**config.mk**
```make
export PLATFORM = sky130hd
export DESIGN_NAME = mul_f_32bit_flat
export DESIGN_NICKNAME = d
export VERILOG_FILES = /design/src/rtl/fpu_pkg.sv /design/src/rtl/mul_f_32bit_if.sv /design/src/rtl/multiplier_frac.sv /design/src/rtl/mul_f_32bit.sv /design/src/flat_wrapper.sv
export SDC_FILE = /design/constraint.sdc
export NUM_CORES = 1
export LEC_CHECK = 0
export ABC_AREA = 1
export CAP_MARGIN = 10
export CORE_MARGIN = 2
export CORE_UTILIZATION = 40
export CTS_BUF_LIST = sky130_fd_sc_hd__clkbuf_4
export DETAILED_ROUTE_END_ITERATION = 8
export GPL_ROUTABILITY_DRIVEN = 1
export PLACE_DENSITY = 0.59
export SKIP_CTS_REPAIR_TIMING = 1
export SKIP_LAST_GASP = 1
export SLEW_MARGIN = 20
export SYNTH_ARGS = -nofsm -noshare
export SYNTH_HDL_FRONTEND = slang
export SYNTH_SLANG_ARGS = --single-unit
```
**constraint.sdc**
```tcl
create_clock -name clk_i -period 4.1 [get_ports clk_i]
set_input_delay 0.82 -clock clk_i [delete_from_list [all_inputs] [get_ports clk_i]]
set_output_delay 0.82 -clock clk_i [all_outputs]
set_load 0.05 [all_outputs]
```
**src/rtl/fpu_pkg.sv**
```systemverilog
// Shared FP32 unit definitions: sequencer states, format constants, exponent adder.
package fpu_pkg;

    typedef enum logic [1:0] {
        IDLE  = 2'd0,
        FETCH = 2'd1,
        MANT  = 2'd2,
        WRITE = 2'd3
    } state_t;

    localparam logic [7:0]  BIAS    = 8'd127;
    localparam logic [7:0]  EXP_MAX = 8'hFF;
    localparam logic [31:0] QNAN    = 32'h7FC00000;
    localparam int          MANT_W  = 24;

    // Ripple 8-bit full adder; the carry-out lands in bit 8.
    function automatic logic [8:0] add8(input logic [7:0] a, input logic [7:0] b, input logic cin);
        logic [7:0] s;
        logic       c;
        c = cin;
        for (int i = 0; i < 8; i++) begin
            s[i] = a[i] ^ b[i] ^ c;
            c    = (a[i] & b[i]) | (c & (a[i] ^ b[i]));
        end
        return {c, s};
    endfunction

endpackage

```
**src/rtl/mul_f_32bit_if.sv**
```systemverilog
// Issue/result bundle shared by the FP32 multiplier and divider.
interface mul_f_32bit_if;
    logic        start;
    logic        stop;
    logic [31:0] A;
    logic [31:0] B;
    logic [31:0] Mul_f;
    logic        Done;
    logic        Ready;

    modport master (output start, stop, A, B, input Mul_f, Done, Ready);
    modport slave  (input start, stop, A, B, output Mul_f, Done, Ready);
endinterface

```
**src/rtl/multiplier_frac.sv**
```systemverilog
// Sequential 24x24 shift-add significand multiplier, one multiplier bit per cycle.
// Cleared whenever start is low; Finish flags the last of 24 iterations.
module multiplier_frac
    import fpu_pkg::*;
(
    input  logic                clk_i,
    input  logic                rst_ni,
    input  logic                start,
    input  logic [MANT_W-1:0]   m_a,
    input  logic [MANT_W-1:0]   m_b,
    output logic                finish,
    output logic [24:0]         prod_top
);

    logic [4:0]  cnt;
    logic [47:0] acc;

    assign finish   = start && (cnt == 5'd23);
    assign prod_top = acc[47:23];

    always_ff @(posedge clk_i or negedge rst_ni) begin
        if (!rst_ni) begin
            cnt <= 5'd0;
            acc <= 48'd0;
        end else if (!start) begin
            cnt <= 5'd0;
            acc <= 48'd0;
        end else begin
            if (m_a[cnt])
                acc <= acc + ({24'd0, m_b} << cnt);
            cnt <= cnt + 5'd1;
        end
    end

endmodule

```
**src/rtl/mul_f_32bit.sv**
```systemverilog
// Multi-cycle binary32 multiplier: start sampled in IDLE, Done 26 cycles later, result the cycle after.
// stop aborts only during MANT; denormals flush to zero, product is truncated.
module mul_f_32bit
    import fpu_pkg::*;
(
    input  logic            clk_i,
    input  logic            rst_ni,
    mul_f_32bit_if.slave    bus
);

    state_t      state;
    logic [31:0] op_a;
    logic [31:0] op_b;
    logic        finish;
    logic [24:0] prod_top;

    multiplier_frac u_frac (
        .clk_i    (clk_i),
        .rst_ni   (rst_ni),
        .start    (state == MANT),
        .m_a      ({1'b1, op_a[22:0]}),
        .m_b      ({1'b1, op_b[22:0]}),
        .finish   (finish),
        .prod_top (prod_top)
    );

    logic [7:0]        exp_a, exp_b;
    logic              a_nan, b_nan, a_inf, b_inf, a_zero, b_zero;
    logic              sgn, norm_n;
    logic [22:0]       frac;
    logic [8:0]        exp_sum;
    logic signed [9:0] e;
    logic [31:0]       result;

    always_comb begin
        exp_a  = op_a[30:23];
        exp_b  = op_b[30:23];
        a_nan  = (exp_a == EXP_MAX) && (op_a[22:0] != 23'd0);
        b_nan  = (exp_b == EXP_MAX) && (op_b[22:0] != 23'd0);
        a_inf  = (exp_a == EXP_MAX) && (op_a[22:0] == 23'd0);
        b_inf  = (exp_b == EXP_MAX) && (op_b[22:0] == 23'd0);
        a_zero = (exp_a == 8'd0);
        b_zero = (exp_b == 8'd0);
        sgn    = op_a[31] ^ op_b[31];

        // prod_top[24] is product bit 47: a product in [2,4) shifts one place further.
        norm_n = prod_top[24];
        frac   = norm_n ? prod_top[23:1] : prod_top[22:0];

        exp_sum = add8(exp_a, exp_b, 1'b0);
        e = $signed({1'b0, exp_sum}) - $signed({2'b00, BIAS}) + $signed({9'd0, norm_n});

        if (a_nan || b_nan || (a_inf && b_zero) || (b_inf && a_zero))
            result = QNAN;
        else if (a_inf || b_inf)
            result = {sgn, EXP_MAX, 23'd0};
        else if (a_zero || b_zero)
            result = {sgn, 31'd0};
        else if (e >= 10'sd255)
            result = {sgn, EXP_MAX, 23'd0};
        else if (e <= 10'sd0)
            result = {sgn, 31'd0};
        else
            result = {sgn, e[7:0], frac};
    end

    always_ff @(posedge clk_i or negedge rst_ni) begin
        if (!rst_ni) begin
            state     <= IDLE;
            op_a      <= 32'd0;
            op_b      <= 32'd0;
            bus.Mul_f <= 32'd0;
            bus.Done  <= 1'b0;
            bus.Ready <= 1'b1;
        end else begin
            case (state)
                IDLE: begin
                    if (bus.start) begin
                        state     <= FETCH;
                        bus.Ready <= 1'b0;
                    end
                end
                FETCH: begin
                    op_a  <= bus.A;
                    op_b  <= bus.B;
                    state <= MANT;
                end
                MANT: begin
                    // Completion wins over a same-cycle abort.
                    if (finish) begin
                        state    <= WRITE;
                        bus.Done <= 1'b1;
                    end else if (bus.stop) begin
                        state     <= IDLE;
                        bus.Ready <= 1'b1;
                    end
                end
                WRITE: begin
                    state     <= IDLE;
                    bus.Mul_f <= result;
                    bus.Done  <= 1'b0;
                    bus.Ready <= 1'b1;
                end
                default: state <= IDLE;
            endcase
        end
    end

endmodule

```
**src/flat_wrapper.sv**
```systemverilog
// flat-port wrapper written by rule: the top's interface ports become plain ports
module mul_f_32bit_flat import fpu_pkg::*;
  (clk_i, rst_ni, bus_start, bus_stop, bus_A, bus_B, bus_Mul_f, bus_Done, bus_Ready);
  mul_f_32bit_if bus_i ();
  input  logic clk_i;
  input  logic rst_ni;
  input wire logic [$bits(bus_i.start)-1:0] bus_start;
  input wire logic [$bits(bus_i.stop)-1:0] bus_stop;
  input wire logic [$bits(bus_i.A)-1:0] bus_A;
  input wire logic [$bits(bus_i.B)-1:0] bus_B;
  output wire logic [$bits(bus_i.Mul_f)-1:0] bus_Mul_f;
  output wire logic [$bits(bus_i.Done)-1:0] bus_Done;
  output wire logic [$bits(bus_i.Ready)-1:0] bus_Ready;
  assign bus_i.start = bus_start;
  assign bus_i.stop = bus_stop;
  assign bus_i.A = bus_A;
  assign bus_i.B = bus_B;
  assign bus_Mul_f = bus_i.Mul_f;
  assign bus_Done = bus_i.Done;
  assign bus_Ready = bus_i.Ready;
  mul_f_32bit u_core (.clk_i(clk_i), .rst_ni(rst_ni), .bus(bus_i));
endmodule
```
* Word-level counts from Yosys, hierarchy flattened
Cells that the tools add are included.
Word-level totals: output and inout port bits 34, register bits after elaboration 153, logic and storage cells 111, input port bits 68
Operators by class: magnitude comparators 3, bitwise logic cells 38, eq/ne operators 12, shifts and indexed selects 1, $add $sub $neg 4, muxes and demuxes 21, reduce and logical (&&, ||, !) cells 24
Operators with widths (number):
- 31-bit 2-to-1 mux | 4
- 48-bit 2-to-1 mux | 2
- 48-bit adder | 1
- 24-bit by 5-bit left shift with 48-bit output | 1
- 23-bit logical NOT | 2
- 23-bit nonzero test | 2
- 32-bit 2-to-1 mux | 1
- 23-bit 2-to-1 mux | 1
- 8-bit == test (second input constant) | 2
- 8-bit logical NOT | 2
- 1-bit bitwise XOR | 16
- 1-bit AND | 15
- 10-bit by 2-bit adder with 10-bit output | 1
- 10-bit by 9-bit >= comparator with 1-bit output (second input constant) | 1
- 10-bit by 1-bit <= comparator with 1-bit output (second input constant) | 1
- 9-bit by 7-bit subtractor with 10-bit output (second input constant) | 1
- 2-bit one-hot mux with 4 select lines | 1
- 1-bit logical AND | 7
- 1-bit OR | 7
- 5-bit by 6-bit < comparator with 1-bit output (second input constant) | 1
- 2-bit 2-to-1 mux | 3
- 2-bit inequality test (second input constant) | 3
- 5-bit by 1-bit adder with 5-bit output (second input constant) | 1
- 1-bit binary-select mux with 5-bit select | 1
- other kinds (15) | 26

* Longest topological paths before layout
depth in word-level cells 23, mapped depth 27, mapped depth without buffers 24

* Cells and area by module
A second synthesis with hierarchy kept.
Second synthesis, totals: cell total of the unflattened synthesis 1995, area total of the unflattened synthesis 13151.4 sq um
Modules (own cells, without submodules):
- multiplier_frac | times used 1, cells each 1435, sequential area each 1326.3 sq um, area an instance 7857.5 sq um
- mul_f_32bit | times used 1, cells each 560, sequential area each 2503.7 sq um, area an instance 5293.8 sq um

* Worst setup path after synthesis
No wires, ideal clock.
path type register -> register, from register u_core.op_b[23], to register u_core.bus.Mul_f[11], data required time 4.017 ns, period minus slack after synthesis 4.248 ns, path slack -0.148 ns, setup time 0.083 ns, path buffers 1, arrival time 4.165 ns, cell stages (with the launch flop) 23, path through dfrtp_1 ha_1 inv_1 fa_1 fa_1 fa_1 fa_1 fa_1 inv_1 fa_1 inv_1 fa_1 nand2_1 nor2_1 nand2_1 nand3_1 nand2_1 o21ai_2 inv_2 nand2_4 nand3_4 buf_6 o21ai_0
Between the ends: word-level cells in the longest chain between the ends 23, elaborated cells on any way between the ends 43, those cells by class 2 x add/sub; 2 x order compare; 1 x eq/ne; 5 x mux; 23 x bitwise; 10 x reduce/logical
Ends and longest elaborated chain:
- start, declared | line mul_f_32bit.sv:13 | logic [31:0] op_b;
- start signal, assigned | line mul_f_32bit.sv:85 | op_b <= bus.B;
- 1-bit AND (2 in series) | line fpu_pkg.sv:23 | c = (a[i] & b[i]) | (c & (a[i] ^ b[i]));
- 1-bit OR | line fpu_pkg.sv:23
- 1-bit AND | line fpu_pkg.sv:23
- 1-bit OR | line fpu_pkg.sv:23
- 1-bit AND | line fpu_pkg.sv:23
- 1-bit OR | line fpu_pkg.sv:23
- 1-bit AND | line fpu_pkg.sv:23
- 1-bit OR | line fpu_pkg.sv:23
- [... 6 more ...]
- 9-bit by 7-bit subtractor with 10-bit output | line mul_f_32bit.sv:51 | e = $signed({1'b0, exp_sum}) - $signed({2'b00, BIAS}) + $signed({9'd0, norm_n});
- 10-bit by 2-bit adder with 10-bit output | line mul_f_32bit.sv:51
- 10-bit by 1-bit <= comparator with 1-bit output | line mul_f_32bit.sv:61 | else if (e <= 10'sd0)
- 31-bit 2-to-1 mux | line mul_f_32bit.sv:61
- 31-bit 2-to-1 mux | line mul_f_32bit.sv:59 | else if (e >= 10'sd255)
- 31-bit 2-to-1 mux | line mul_f_32bit.sv:57 | else if (a_zero || b_zero)
- 31-bit 2-to-1 mux | line mul_f_32bit.sv:55 | else if (a_inf || b_inf)
- 32-bit 2-to-1 mux * | line mul_f_32bit.sv:53 | if (a_nan || b_nan || (a_inf && b_zero) || (b_inf && a_zero))
- end signal, assigned | line mul_f_32bit.sv:100 | bus.Mul_f <= result;
- end, declared | line mul_f_32bit_if.sv:12 | modport slave (input start, stop, A, B, output Mul_f, Done, Ready);
Mark *: on every way between the ends. The rest lies on a longest branch, timed or not. A chain may end at the register's enable or synchronous reset.

* Final worst setup path
from register u_core.op_b[23], to register u_core.bus.Mul_f[17]
The elaborated chain is that of the path after synthesis.

==> metrics.txt <==
die area=0.0324 mm²; crit path cell chain=ha_1, inv_1, fa_2, fa_2, fa_2, fa_2, fa_2, inv_1, fa_1, inv_1, fa_1, nand2_1, nor2_1, nand2_1, nand3_1, nand2_1, o21ai_2, inv_2, nand2_4, nand3_4, o21ai_1; final worst setup slack=-0.172 ns; share of cells above drive strength 1=7.09%; Via density=5.14; WL/cell=16.3 µm; initial antenna violation count=2; fmax=234 MHz; CP max FO=11; CTS HTree Levels=4; final hold violation count=0; setup TNS=-4.19 ns; first-pass GRT wire length=62.5 mm; Static Leak=0.00712 µW; # Max-Cap Violations=0; routability cong.=1.01; Worst Path Required=4.61 ns; Final Max Tran Viols=0; skew final=0.0442 ns; register area share after synthesis=30.9%; RSZ-0062 raised after global routing=yes; aggregate global routing overflow=0; CP max stage delay=0.50 ns; failing checks=setup timing; WL final=39.5 mm; Max-slew headroom=32.2%; Worst R2R End=u_core.bus.Mul_f[17]; finished layout cell area=0.0142 mm²; Cell variety after synth=46; DRC=0; setup violators final=31; io pins=102; Core Rows=64; Syn Area/Cell=6.43 µm²; Core Area=0.0306 mm²; Worst Hold Class=in -> async; reg2reg start=u_core.op_b[23]; IO buf count=101; Final nets=2146; Final Cycle Share=104%; clock sink count=153; Area contributors post-synth=dfrtp_1, nand2_1, inv_1; placed wire-length estimate=31.6 mm; most common cell in the netlist=nand2_1; Post-Place Cell Area=0.0138 mm²; Max Root-Sink Buffers=2; initial core utilization=40.6%; DRT Pass-1 Iters=6; CTS root buffer=clkbuf_4; ys async rst share=100%; die height=180 µm; VDD IR max=0.415 mV; FF-to-FF setup slack=-0.17 ns; Worst path most repeated cell=fa_2; slew of the pin with the lowest slew margin=1.02 ns; Tot GR Track Use=24.1%; top cells by count, synth=nand2_1, inv_1, nor2_1; Worst setup SP type=flip-flop; post-route minimum period=4.27 ns; TritonCTS clock tree=yes; clk_lat worst skew=0.61 ns; Synth Register Bits=153; P&R area growth vs syn=14.4%; Synth Flop Type=dfrtp_1; Data arrival, critical path=4.78 ns; most area-hungry cell type in the Yosys netlist=dfrtp_1; status=complete, but fails checks; Pwr Density=745 mW/mm²; via count=12500; CTS clk-pin slew, worst paths=0.19 ns; Num CTS Buffers=17; Ys Warns=0; overall power=10600 µW; slowest CP cell=fa_1; Final ANT Viol Nets=0; largest net degree at the start of global routing=86; vias in the first global route=11700; Yosys top cell area share=30.7%; R2R cell count=21; Post-Synthesis Cells=1929; Post-synth EDFFs=0; Die X=180 µm; Crit. End Element=flip-flop; Post-Syn Nets=2057; DR iter-0 viols=1015; Netlist Area Pre-Place=0.0124 mm²; Setup Crit Path Kind=reg -> reg
layout by cell type, fill, tap and decap left out, types with 5 or more instances in the layout:
master,count
inv_2,7
nand4_1,33
mux2_2,14
o21bai_1,10
a21oi_1,147
mux2i_1,16
fa_2,5
xnor2_1,18
nand2_1,575
or2_2,7
inv_1,242
nor3_1,19
clkdlybuf4s50_1,100
o21ai_0,107
nand3_1,101
inv_6,6
nor2_1,233
nand3b_1,12
buf_4,35
o211ai_1,5
nor2_2,6
dfrtp_1,151
o21ai_1,50
ha_1,51
nand2_2,13
clkbuf_4,17
where the power goes:
group          internal (µW)  total, µW  switching (µW)
sequential              1980       2270             292
clock                    337       1030             689
combinational           2470       7290            4820
flip-flops by register name, summed over array words and instances (netlist names):
signal / count
u_core.op_a: 32
u_core.bus.Ready: 1
u_core.bus.Done: 1
u_core.op_b: 32
u_core.u_frac.acc: 48
u_core.state: 2
u_core.bus.Mul_f: 32
u_core.u_frac.cnt: 5
worst max-delay path by stage:
stage                     slack (ns)                    to            start
after global placement         -0.12  u_core.bus.Mul_f[18]  u_core.op_b[23]
after detailed placement       -0.25  u_core.bus.Mul_f[17]  u_core.op_b[23]
after CTS                      -0.32  u_core.bus.Mul_f[17]  u_core.op_b[23]
final                          -0.17  u_core.bus.Mul_f[17]  u_core.op_b[23]
after floorplan                -0.02  u_core.bus.Mul_f[11]  u_core.op_b[23]
after global routing           -0.45  u_core.bus.Mul_f[23]  u_core.op_b[23]
layout make-up:
cell class / count / area [µm²]
Sequential cell: 153 / 3830
Timing Repair Buffer: 137 / 1290
Tap cell: 396 / 495
Multi-Input combinational cell: 1458 / 7330
Fill cell: 3247 / 16400
Clock buffer: 17 / 128
Clock inverter: 15 / 176
Antenna cell: 1 / 2.50
Inverter: 251 / 946
logic make-up (layout without fill, tap and decap cells):
group / Yosys count / in the layout / share of synthesized area (%)
AOI/OAI and AO/OA: 335 / 335 / 14.2
xor gates and xnor gates: 19 / 19 / 1.34
adders and majority gates: 60 / 60 / 6.53
buffers and inverters: 319 / 420 / 10.7
DFF: 153 / 153 / 30.9
muxes: 30 / 30 / 2.56
other: 0 / 1 / 0
and+or+nand+nor: 1013 / 1014 / 33.8
through the flow:
stage | setup WS (ns) | util, % | hold slack, ns | std cells
final | -0.172 | 46.4 | 0.221 | 2428
after CTS | -0.319 | 46.1 | 0.245 | 2425
after global placement | -0.122 | 45.1 | 0.466 | 2393
after floorplan | -0.0248 | - | 0.455 | 1929
after global routing | -0.446 | 46.4 | 0.254 | 2428
after detailed placement | -0.255 | 45.1 | 0.468 | 2393
critical path, delay by kind of cell (launching register included):
family	cells	cell delay, ns
and+or+nand+nor	7	0.62
DFF	1	0.43
AOI/OAI and AO/OA	2	0.37
buffers and inverters	4	0.24
adders and majority gates	8	2.53
per-layer routing:
metal	GRT usage, %	vias to the layer above	share of wire [%]
li1	-	6377	-
met1	33.1	5733	46
met2	38.8	313	46
met3	3.64	60	5.1
met5	0	-	0.033
met4	8.48	2	3.1
(Power assumes the default switching activity.)
